## src/rtl/pendulum_sample_master_if.sv

```systemverilog
// -----------------------------------------------------------------------------
// pendulum_sample_master_if
//   Handshake/operand bus between the plant-side sample sequencer and the
//   encrypted inverted-pendulum controller.
//
//   Signals:
//     start            1       one-cycle launch pulse to the controller
//     theta, alpha     DATA_W  latched sensor operands
//     theta_setpoint   DATA_W  latched setpoint operand
//     alpha_setpoint   DATA_W  latched setpoint operand
//     done             1       controller result strobe
//     control_input    DATA_W  controller result word
//
//   Modports:
//     master  the sequencer (drives start and operands, receives result)
//     slave   the controller (receives start and operands, drives result)
// -----------------------------------------------------------------------------
interface pendulum_sample_master_if #(
  parameter int DATA_W = 32
);

  logic              start;
  logic [DATA_W-1:0] theta;
  logic [DATA_W-1:0] alpha;
  logic [DATA_W-1:0] theta_setpoint;
  logic [DATA_W-1:0] alpha_setpoint;
  logic              done;
  logic [DATA_W-1:0] control_input;

  modport master (
    output start, theta, alpha, theta_setpoint, alpha_setpoint,
    input  done, control_input
  );

  modport slave (
    input  start, theta, alpha, theta_setpoint, alpha_setpoint,
    output done, control_input
  );

endinterface

```

## src/rtl/pendulum_sample_master.sv

```systemverilog
// -----------------------------------------------------------------------------
// pendulum_sample_master
//   Plant-side sequencer for the encrypted inverted-pendulum controller.
//   A free-running period counter produces one tick every SAMPLE_PERIOD
//   cycles. On a tick in IDLE the live sensor/setpoint words are latched and a
//   control job is launched; the returned control word is captured and shown
//   to the actuator with a one-cycle valid pulse. A tick that lands while a
//   job is in flight is dropped and flagged (overrun); a controller that does
//   not answer within TIMEOUT WAIT cycles is abandoned and flagged
//   (timeout_err).
//
//   Ports:
//     clk           in   system clock, rising edge
//     rst           in   synchronous active-high reset
//     enable        in   runs the period counter (held at 0 when low)
//     clr_err       in   clears the sticky error flags
//     theta_in      in   DATA_W live sensor word
//     alpha_in      in   DATA_W live sensor word
//     theta_sp_in   in   DATA_W live setpoint word
//     alpha_sp_in   in   DATA_W live setpoint word
//     ctrl          bus  controller handshake (master modport)
//     u_out         out  DATA_W last captured control word
//     u_valid       out  one-cycle pulse when u_out updates
//     busy          out  high in LAUNCH and WAIT
//     overrun       out  sticky: tick arrived while busy
//     timeout_err   out  sticky: WAIT expired without done
//     sample_count  out  16-bit count of completed jobs (wraps)
//
//   Parameters: SAMPLE_PERIOD >= 4, 2 <= TIMEOUT < SAMPLE_PERIOD.
// -----------------------------------------------------------------------------
module pendulum_sample_master #(
  parameter int DATA_W        = 32,
  parameter int SAMPLE_PERIOD = 4500,
  parameter int TIMEOUT       = 4000
) (
  input  logic                      clk,
  input  logic                      rst,
  input  logic                      enable,
  input  logic                      clr_err,
  input  logic [DATA_W-1:0]         theta_in,
  input  logic [DATA_W-1:0]         alpha_in,
  input  logic [DATA_W-1:0]         theta_sp_in,
  input  logic [DATA_W-1:0]         alpha_sp_in,
  pendulum_sample_master_if.master  ctrl,
  output logic [DATA_W-1:0]         u_out,
  output logic                      u_valid,
  output logic                      busy,
  output logic                      overrun,
  output logic                      timeout_err,
  output logic [15:0]               sample_count
);

  localparam int PER_W  = $clog2(SAMPLE_PERIOD);
  localparam int WAIT_W = $clog2(TIMEOUT);

  localparam logic [PER_W-1:0]  PER_LAST  = PER_W'(SAMPLE_PERIOD - 1);
  localparam logic [WAIT_W-1:0] WAIT_LAST = WAIT_W'(TIMEOUT - 1);

  localparam logic [1:0] S_IDLE   = 2'd0;
  localparam logic [1:0] S_LAUNCH = 2'd1;
  localparam logic [1:0] S_WAIT   = 2'd2;

  logic [1:0]        state_q,        state_d;
  logic [PER_W-1:0]  per_cnt_q,      per_cnt_d;
  logic [WAIT_W-1:0] wait_cnt_q,     wait_cnt_d;
  logic [DATA_W-1:0] theta_q,        theta_d;
  logic [DATA_W-1:0] alpha_q,        alpha_d;
  logic [DATA_W-1:0] theta_sp_q,     theta_sp_d;
  logic [DATA_W-1:0] alpha_sp_q,     alpha_sp_d;
  logic [DATA_W-1:0] u_out_q,        u_out_d;
  logic              u_valid_q,      u_valid_d;
  logic              start_q,        start_d;
  logic              busy_q,         busy_d;
  logic              overrun_q,      overrun_d;
  logic              timeout_err_q,  timeout_err_d;
  logic [15:0]       sample_count_q, sample_count_d;

  logic tick;

  assign tick = enable && (per_cnt_q == PER_LAST);

  always_comb begin
    // NOTE: every variable gets a default before the case so no path leaves
    // one unassigned, which would otherwise infer a latch.
    state_d        = state_q;
    wait_cnt_d     = wait_cnt_q;
    theta_d        = theta_q;
    alpha_d        = alpha_q;
    theta_sp_d     = theta_sp_q;
    alpha_sp_d     = alpha_sp_q;
    u_out_d        = u_out_q;
    u_valid_d      = 1'b0;
    sample_count_d = sample_count_q;
    // Clear first; any set event below overrides it in the same cycle.
    overrun_d      = clr_err ? 1'b0 : overrun_q;
    timeout_err_d  = clr_err ? 1'b0 : timeout_err_q;

    if (!enable) begin
      per_cnt_d = '0;
    end else if (per_cnt_q == PER_LAST) begin
      per_cnt_d = '0;
    end else begin
      per_cnt_d = per_cnt_q + PER_W'(1);
    end

    case (state_q)
      S_IDLE: begin
        if (tick) begin
          theta_d    = theta_in;
          alpha_d    = alpha_in;
          theta_sp_d = theta_sp_in;
          alpha_sp_d = alpha_sp_in;
          state_d    = S_LAUNCH;
        end
      end

      S_LAUNCH: begin
        wait_cnt_d = '0;
        state_d    = S_WAIT;
        if (tick) overrun_d = 1'b1;
      end

      S_WAIT: begin
        wait_cnt_d = wait_cnt_q + WAIT_W'(1);
        // done has priority over an expiring timeout in the same cycle.
        if (ctrl.done) begin
          u_out_d        = ctrl.control_input;
          u_valid_d      = 1'b1;
          sample_count_d = sample_count_q + 16'd1;
          state_d        = S_IDLE;
        end else if (wait_cnt_q == WAIT_LAST) begin
          timeout_err_d  = 1'b1;
          state_d        = S_IDLE;
        end
        // The tick itself is dropped; only the flag records it.
        if (tick) overrun_d = 1'b1;
      end

      default: begin
        state_d = S_IDLE;
      end
    endcase

    // start and busy are registered copies of the next state so they line up
    // exactly with the LAUNCH / LAUNCH+WAIT cycles.
    start_d = (state_d == S_LAUNCH);
    busy_d  = (state_d != S_IDLE);
  end

  // NOTE: sequential state uses non-blocking assignments so every register
  // samples the pre-edge values regardless of statement order.
  always_ff @(posedge clk) begin
    if (rst) begin
      state_q        <= S_IDLE;
      per_cnt_q      <= '0;
      wait_cnt_q     <= '0;
      theta_q        <= '0;
      alpha_q        <= '0;
      theta_sp_q     <= '0;
      alpha_sp_q     <= '0;
      u_out_q        <= '0;
      u_valid_q      <= 1'b0;
      start_q        <= 1'b0;
      busy_q         <= 1'b0;
      overrun_q      <= 1'b0;
      timeout_err_q  <= 1'b0;
      sample_count_q <= '0;
    end else begin
      state_q        <= state_d;
      per_cnt_q      <= per_cnt_d;
      wait_cnt_q     <= wait_cnt_d;
      theta_q        <= theta_d;
      alpha_q        <= alpha_d;
      theta_sp_q     <= theta_sp_d;
      alpha_sp_q     <= alpha_sp_d;
      u_out_q        <= u_out_d;
      u_valid_q      <= u_valid_d;
      start_q        <= start_d;
      busy_q         <= busy_d;
      overrun_q      <= overrun_d;
      timeout_err_q  <= timeout_err_d;
      sample_count_q <= sample_count_d;
    end
  end

  assign ctrl.start          = start_q;
  assign ctrl.theta          = theta_q;
  assign ctrl.alpha          = alpha_q;
  assign ctrl.theta_setpoint = theta_sp_q;
  assign ctrl.alpha_setpoint = alpha_sp_q;

  assign u_out        = u_out_q;
  assign u_valid      = u_valid_q;
  assign busy         = busy_q;
  assign overrun      = overrun_q;
  assign timeout_err  = timeout_err_q;
  assign sample_count = sample_count_q;

endmodule

```

## src/flat_wrapper.sv

```systemverilog
// flat-port wrapper written by rule: the top's interface ports become plain ports
module pendulum_sample_master_flat 
#(
  parameter int DATA_W        = 32,
  parameter int SAMPLE_PERIOD = 4500,
  parameter int TIMEOUT       = 4000
)
  (clk, rst, enable, clr_err, theta_in, alpha_in, theta_sp_in, alpha_sp_in, u_out, u_valid, busy, overrun, timeout_err, sample_count, ctrl_start, ctrl_theta, ctrl_alpha, ctrl_theta_setpoint, ctrl_alpha_setpoint, ctrl_done, ctrl_control_input);
  pendulum_sample_master_if #(.DATA_W(DATA_W)) ctrl_i ();
  input  logic clk;
  input  logic rst;
  input  logic enable;
  input  logic clr_err;
  input  logic [DATA_W-1:0] theta_in;
  input  logic [DATA_W-1:0] alpha_in;
  input  logic [DATA_W-1:0] theta_sp_in;
  input  logic [DATA_W-1:0] alpha_sp_in;
  output logic [DATA_W-1:0] u_out;
  output logic u_valid;
  output logic busy;
  output logic overrun;
  output logic timeout_err;
  output logic [15:0] sample_count;
  output wire logic [$bits(ctrl_i.start)-1:0] ctrl_start;
  output wire logic [$bits(ctrl_i.theta)-1:0] ctrl_theta;
  output wire logic [$bits(ctrl_i.alpha)-1:0] ctrl_alpha;
  output wire logic [$bits(ctrl_i.theta_setpoint)-1:0] ctrl_theta_setpoint;
  output wire logic [$bits(ctrl_i.alpha_setpoint)-1:0] ctrl_alpha_setpoint;
  input wire logic [$bits(ctrl_i.done)-1:0] ctrl_done;
  input wire logic [$bits(ctrl_i.control_input)-1:0] ctrl_control_input;
  assign ctrl_start = ctrl_i.start;
  assign ctrl_theta = ctrl_i.theta;
  assign ctrl_alpha = ctrl_i.alpha;
  assign ctrl_theta_setpoint = ctrl_i.theta_setpoint;
  assign ctrl_alpha_setpoint = ctrl_i.alpha_setpoint;
  assign ctrl_i.done = ctrl_done;
  assign ctrl_i.control_input = ctrl_control_input;
  pendulum_sample_master #(.DATA_W(DATA_W), .SAMPLE_PERIOD(SAMPLE_PERIOD), .TIMEOUT(TIMEOUT)) u_core (.clk(clk), .rst(rst), .enable(enable), .clr_err(clr_err), .theta_in(theta_in), .alpha_in(alpha_in), .theta_sp_in(theta_sp_in), .alpha_sp_in(alpha_sp_in), .ctrl(ctrl_i), .u_out(u_out), .u_valid(u_valid), .busy(busy), .overrun(overrun), .timeout_err(timeout_err), .sample_count(sample_count));
endmodule
```

## config.mk

```make
export PLATFORM = sky130hd
export DESIGN_NAME = pendulum_sample_master_flat
export DESIGN_NICKNAME = d
export VERILOG_FILES = /design/src/rtl/pendulum_sample_master_if.sv /design/src/rtl/pendulum_sample_master.sv /design/src/flat_wrapper.sv
export SDC_FILE = /design/constraint.sdc
export NUM_CORES = 1
export LEC_CHECK = 0
export ABC_AREA = 1
export CAP_MARGIN = 10
export CORE_MARGIN = 2
export CORE_UTILIZATION = 46
export CTS_CLUSTER_SIZE = 14
export DETAILED_ROUTE_END_ITERATION = 6
export HOLD_SLACK_MARGIN = 0.15
export PLACE_DENSITY_LB_ADDON = 0.05
export SYNTH_ARGS = -nofsm -noshare
export SYNTH_HDL_FRONTEND = slang
export SYNTH_SLANG_ARGS = --single-unit
```

## constraint.sdc

```tcl
create_clock -name clk -period 3.41 [get_ports clk]
set_input_delay 0.682 -clock clk [delete_from_list [all_inputs] [get_ports clk]]
set_output_delay 0.682 -clock clk [all_outputs]
set_load 0.01 [all_outputs]
```

==> results of run 1 <==
[power groups by stage]
stage | clock network [mW] | logic [mW] | registers [mW]
finish | 2.34 | 0.256 | 2.43
global route | 2.51 | 0.276 | 2.43
CTS | 2.41 | 0.257 | 2.43
detailed placement | 0 | 0.254 | 2.49
global placement | 0 | 0.255 | 2.49
floorplan | 0 | 0.0460 | 2.49
[cell families after synthesis]
group | synth area share (%)
XOR/XNOR | 0.508
buffers and inverters | 11.6
adder cells (fa/ha/maj) | 1.02
AO/OA/AOI/OAI | 4.37
AND/OR/NAND/NOR | 34.2
flip-flops | 48.3
[worst reg2reg max path, cell delays in order, from the launching register on]
cell,delay (ns)
dfxtp_1,0.36
ha_1,0.24
inv_2,0.04
nor2_1,0.09
nand2_1,0.09
nor2_4,0.14
nand4_4,0.46
buf_12,0.42
nand2_1,0.10
nand2_1,0.04
nor2_1,0.12
[registers in the layout, indices dropped and copies added, names as in the netlist]
name / flops
u_core.ctrl.theta_setpoint: 32
u_core.state_q: 2
u_core.per_cnt_q: 13
u_core.ctrl.alpha_setpoint: 32
u_core.u_out: 32
u_core.ctrl.alpha: 32
u_core.ctrl.theta: 32
u_core.ctrl.start: 1
u_core.timeout_err: 1
u_core.overrun: 1
u_core.sample_count: 16
u_core.wait_cnt_q: 12
u_core.u_valid: 1
u_core.busy: 1
[Yosys cell counts, types with 2 or more instances]
cell,number,area (sq um)
ha_1,7,87.6
xor2_1,4,35.0
dfxtp_1,208,4160
nand3_1,17,85.1
clkbuf_1,24,90.1
nor2_4,2,22.5
nand4_1,6,37.5
buf_2,21,105
o21ai_0,40,200
a211oi_1,2,15.0
inv_2,3,11.3
a21oi_1,28,140
nor2_1,375,1410
buf_6,12,135
nor3_1,15,75.1
inv_1,176,661
nand2_1,339,1270
o21a_1,2,15.0
[metal layers]
layer  track usage [%]  vias up  wire length, microns  part of all wire (%)
met5                 0        -                     0                     0
met4              8.53        0                   805                   3.4
met1              27.6     3600                  9940                    42
met3              7.00       49                  1900                   8.0
li1                  -     4448                     -                     -
met2              40.0      245                 11100                    47
[layout make-up]
cell class / count / area share [%]
flip-flops and latches: 208 / 32.2
repair buffers: 355 / 27.9
multi-input cells: 846 / 26.9
clock buffers: 36 / 5.37
inverters: 179 / 5.22
well taps: 234 / 2.27
clock inverters: 4 / 0.155
diodes: 1 / 0.0194
[stage by stage]
stage / instance area, sq um / worst slack, ns / utilization [%] / instances
final: 12900 / 1.22 / 69.5 / 1863
after global routing: 12900 / 0.985 / 69.5 / 1862
after CTS: 12900 / 1.20 / 69.5 / 1862
after detailed placement: 12200 / 0.880 / 65.7 / 1822
after global placement: 12200 / 0.907 / 65.7 / 1822
after floorplan: 8630 / 1.81 / - / 1290
[path summary, 6_finish.rpt]
kind | start | end | slack (ns) | cells past startpoint
worst max-delay path | u_core.per_cnt_q[0]$_SDFF_PP0_ | u_core.ctrl.theta_setpoint[15]$_SDFFE_PP0P_ | 1.22 | 10
worst min-delay path | u_core.per_cnt_q[0]$_SDFF_PP0_ | u_core.per_cnt_q[0]$_SDFF_PP0_ | 0.46 | 1
worst max register to register | u_core.per_cnt_q[0]$_SDFF_PP0_ | u_core.ctrl.theta_setpoint[15]$_SDFFE_PP0P_ | 1.22 | 10
worst min register to register | u_core.per_cnt_q[0]$_SDFF_PP0_ | u_core.per_cnt_q[0]$_SDFF_PP0_ | 0.46 | 1
==> results_dict.tcl, run 1 <==
set metrics [dict create \
    core_area_sq_um 18600 \
    grt_pass1_vias 7802 \
    worstPathMaxFanout 52 \
    comb_power_share_pct 5.1 \
    layout_commonest_cell "nor2_1" \
    clk_path_buf_depth 3 \
    fp.dieArea_sq_um 19900 \
    vias 8342 \
    switching_share_pct 20.4 \
    syn_area_sq_um 8630 \
    drt_first_pass_iters 5 \
    cts_resized 0 \
    grt_first_pass_wirelength_microns 38200 \
    crit_slowest_cell "nand4_4" \
    grt.total_usage_pct 23.3 \
    syn_avg_cell_area_sq_um 6.69 \
    gp_congestion 0.790 \
    synth_nets 1462 \
    outcome "finished clean" \
    finClkSkew_ns 0.00565 \
    critPathMostFrequentCell "nand2_1" \
    post-route-period-util_pct 64.1 \
    p_clk_share_pct 46.5 \
    cts-root-buf "clkbuf_16" \
    synth_edf_count 0 \
    cts_tree "done" \
    slew_violations 0 \
    multi_input_area_sq_um 3470 \
    wire_per_inst_microns 12.8 \
    power.net_switching_mw 1.03 \
    drv_cap 0 \
    finalSetupViolCount 0 \
    fmax_mhz 457 \
    timing.critical_path.cells "ha_1 > inv_2 > nor2_1 > nand2_1 > nor2_4 > nand4_4 > buf_12 > nand2_1 > nand2_1 > nor2_1" \
    die_h_microns 141 \
    cts_buffers 23 \
    cts_setup_buffers 0 \
    worst_slew_pin_slew_ns 0.647 \
    grt_max_degree 129 \
    num-nets-final 1785 \
    via_per_inst 4.48 \
    grt_setup_unrepaired "no" \
    layout_common_cells "nor2_1 (375), clkdlybuf4s50_1 (345), nand2_1 (339)" \
    timing.final.crit_period_ns 2.19 \
    final-seq-area_sq_um 4160 \
    clk_pin_slew_ns 0.06 \
    crit_type "reg -> reg" \
    fill_cells 1598 \
    ys.flop_type "dfxtp_1" \
    hold_class "reg -> reg" \
    overflow 0 \
    critical_path.endpoint_type "register" \
    drt_iter0_drc 399 \
    ioPinCount 346 \
    drtAntennaViolNets 0 \
    place.detailed.hpwl_microns 16700 \
    p_seq_share_pct 48.4 \
    antenna_found_initial 0 \
    final.setup.tns_ns 0 \
    synth_warnings 0 \
    initial_core_util_pct 46.4 \
    drive_above_1_share_pct 3.26 \
    synth-seq-cells 208 \
    synthArstFlopShare_pct 0 \
    crit_family "simple AND/OR/NAND/NOR gates" \
    rows 50 \
    port_buffers 345 \
    syn_inst 1290 \
    vdd_drop_max_mv 0.347 \
    leakagePower_nw 5.70 \
    cp.buffers_inverters 2 \
    drt-total-wl_microns 23800 \
    internal-power_mw 4.00 \
    ys_seq_area_share_pct 48.3 \
    cp-start-kind "register" \
    drc_errors 0 \
    slew_headroom_pct 56.8 \
    synth_cell_type_count 27 \
    power.density_nw_per_um2 389 \
    syn_to_final_growth_pct 49.8 \
    arrival_ns 2.61 \
    clkSinkCount 208 \
    power_mw 5.02 \
    crit_path_max_incr_delay_ns 0.46 \
    finalHoldViolCount 0 \
    cp.required_ns 3.83 \
    cts_hold_buf 0 \
    clock_latency_ns 0.49 \
    hold_slack_ns 0.455 \
    die_x_microns 141 \
    h-tree-depth 1 \
]
(Power assumes the default switching activity.)
==> run 2, diff against run 1 <==
--- a/config.mk
+++ b/config.mk
@@ -8,7 +8,7 @@
 export ABC_AREA = 1
 export CAP_MARGIN = 10
 export CORE_MARGIN = 2
-export CORE_UTILIZATION = 46
+export CORE_UTILIZATION = 39
 export CTS_CLUSTER_SIZE = 14
 export DETAILED_ROUTE_END_ITERATION = 6
 export HOLD_SLACK_MARGIN = 0.15
==> constraint.sdc (replaced) <==
create_clock -name clk -period 1.8 [get_ports clk]
set_input_delay 0.36 -clock clk [delete_from_list [all_inputs] [get_ports clk]]
set_output_delay 0.36 -clock clk [all_outputs]
set_load 0.01 [all_outputs]
==> results_dict.tcl, run 2 (same netlist as run 1, synthesis figures left out) <==
set metrics [dict create \
    outcome "finished clean" \
    critical_path.endpoint_type "output port" \
    drt-total-wl_microns 25100 \
    layout_commonest_cell "nor2_1" \
    slew_violations 0 \
    fin_util_pct 62.0 \
    antenna_found_initial 0 \
    diodes 0 \
    fill_cells 2028 \
    rows 54 \
    hold_class "in -> reg" \
    overflow 0 \
    worstPathMaxFanout 2 \
    grt_first_pass_wirelength_microns 40200 \
    ioPinCount 346 \
    cp.required_ns 1.44 \
    fp.dieArea_sq_um 23300 \
    core_area_sq_um 21800 \
    drive_above_1_share_pct 5.31 \
    power.density_nw_per_um2 740 \
    timing.final.crit_period_ns 1.77 \
    die_x_microns 153 \
    fmax_mhz 566 \
    initial_core_util_pct 39.7 \
    gp_congestion 0.802 \
    cts-root-buf "clkbuf_16" \
    hold_slack_ns 0.416 \
    crit_type "reg -> out" \
    arrival_ns 1.41 \
    cts_tree "done" \
    layout_common_cells "nor2_1 (373), nand2_1 (339), clkdlybuf4s50_1 (294)" \
    cp-start-kind "register" \
    port_buffers 345 \
    grt_pass1_vias 7915 \
    multi_input_area_sq_um 3490 \
    cp.buffers_inverters 1 \
    cts_buffers 25 \
    crit_family "buffers and inverters" \
    drt_iter0_drc 401 \
    timing.critical_path.cells "clkdlybuf4s50_1" \
    slew_headroom_pct 73.4 \
    crit_path_max_incr_delay_ns 0.58 \
    die_h_microns 153 \
    grt_setup_unrepaired "yes" \
    vias 8520 \
    syn_to_final_growth_pct 56.3 \
    vdd_drop_max_mv 0.567 \
    clock_latency_ns 0.51 \
    crit_slowest_cell "clkdlybuf4s50_1" \
    clk_path_buf_depth 3 \
    leakagePower_nw 6.50 \
    worst_slew_pin_slew_ns 0.397 \
    num-nets-final 1816 \
    finalSetupViolCount 0 \
    grt_max_degree 41 \
    clk_pin_slew_ns 0.06 \
    post-route-period-util_pct 98.2 \
    drtAntennaViolNets 0 \
    h-tree-depth 1 \
    place.detailed.hpwl_microns 18200 \
    via_per_inst 4.40 \
    wire_per_inst_microns 13.0 \
    drt_first_pass_iters 4 \
    final-seq-area_sq_um 4160 \
    grt.total_usage_pct 20.7 \
    drv_cap 0 \
    finalHoldViolCount 0 \
    power_mw 9.97 \
    finClkSkew_ns 0.0126 \
    drc_errors 0 \
    clkSinkCount 208 \
]
[run 2: cell types whose count changed in the layout (fill, tap and decap cells not counted), sizes merged]
cell	before	now
clkbuf	36	37
clkinv	4	2
clkdlybuf4s50	345	294
bufinv	0	1
buf	10	39
diode	1	0
clkinvlp	0	1
dlymetal6s2s	0	22
dlygate4sd2	0	29
[run 2: final cells by class]
class	instances	area share, %
clock buffers	37	5.49
flip-flops and latches	208	30.9
inverters	179	5.00
well taps	280	2.60
clock inverters	4	0.353
multi-input cells	846	25.9
repair buffers	384	29.8
[run 2: path summary, 6_finish.rpt]
check	cells past startpoint	start	slack (ns)	endpoint
max reg2reg	10	u_core.state_q[1]$_SDFF_PP0_	0.14	u_core.wait_cnt_q[10]$_SDFFE_PP0N_
max	1	u_core.ctrl.alpha[17]$_SDFFE_PP0P_	0.03	ctrl_alpha[17]
min reg2reg	2	u_core.per_cnt_q[11]$_SDFF_PP0_	0.46	u_core.per_cnt_q[11]$_SDFF_PP0_
min	3	theta_in[13]	0.42	u_core.ctrl.theta[13]$_SDFFE_PP0P_
[run 2: power breakdown]
part	total [mW]	leakage [nW]	internal (mW)	switching [mW]
Sequential	4.61	1.67	4.61	0.00229
Clock	4.85	0.386	2.95	1.90
Combinational	0.509	4.44	0.357	0.152
Total	9.97	6.50	7.92	2.05
[run 2: per-layer routing]
layer | global-route usage, % | share of wire (%)
met3 | 5.18 | 7.2
met2 | 35.9 | 48
met1 | 24.8 | 42
met4 | 7.94 | 3.4
met5 | 0 | 0
[run 2: worst register-to-register path: stages (launching register included)]
cell	delay, ns
dfxtp_1	0.39
inv_1	0.10
ha_1	0.43
nand2_1	0.13
nor2_2	0.17
nand2_1	0.08
nor2_1	0.12
nand2_1	0.06
nand2_1	0.06
nand2_1	0.04
inv_1	0.04
[run 2: per-stage QoR]
step                cells  setup slack, ns  setup TNS (ns)  area, sq um
global route         1938          -0.0147         -0.0234        13500
CTS                  1936          0.00338               0        13400
finish               1938           0.0324               0        13500
floorplan            1290            0.201               0         8630
global placement     1895          0.00633               0        12600
detailed placement   1895         -0.00729         -0.0105        12600
[run 2: repair_timing]
action                                  CTS  global route
resized for setup                        29            27
endpoints found under the setup margin   29            95
setup buffers                             0             2
gates cloned                              0             0
pin swaps                                 0             2
hold buffers                              0             0
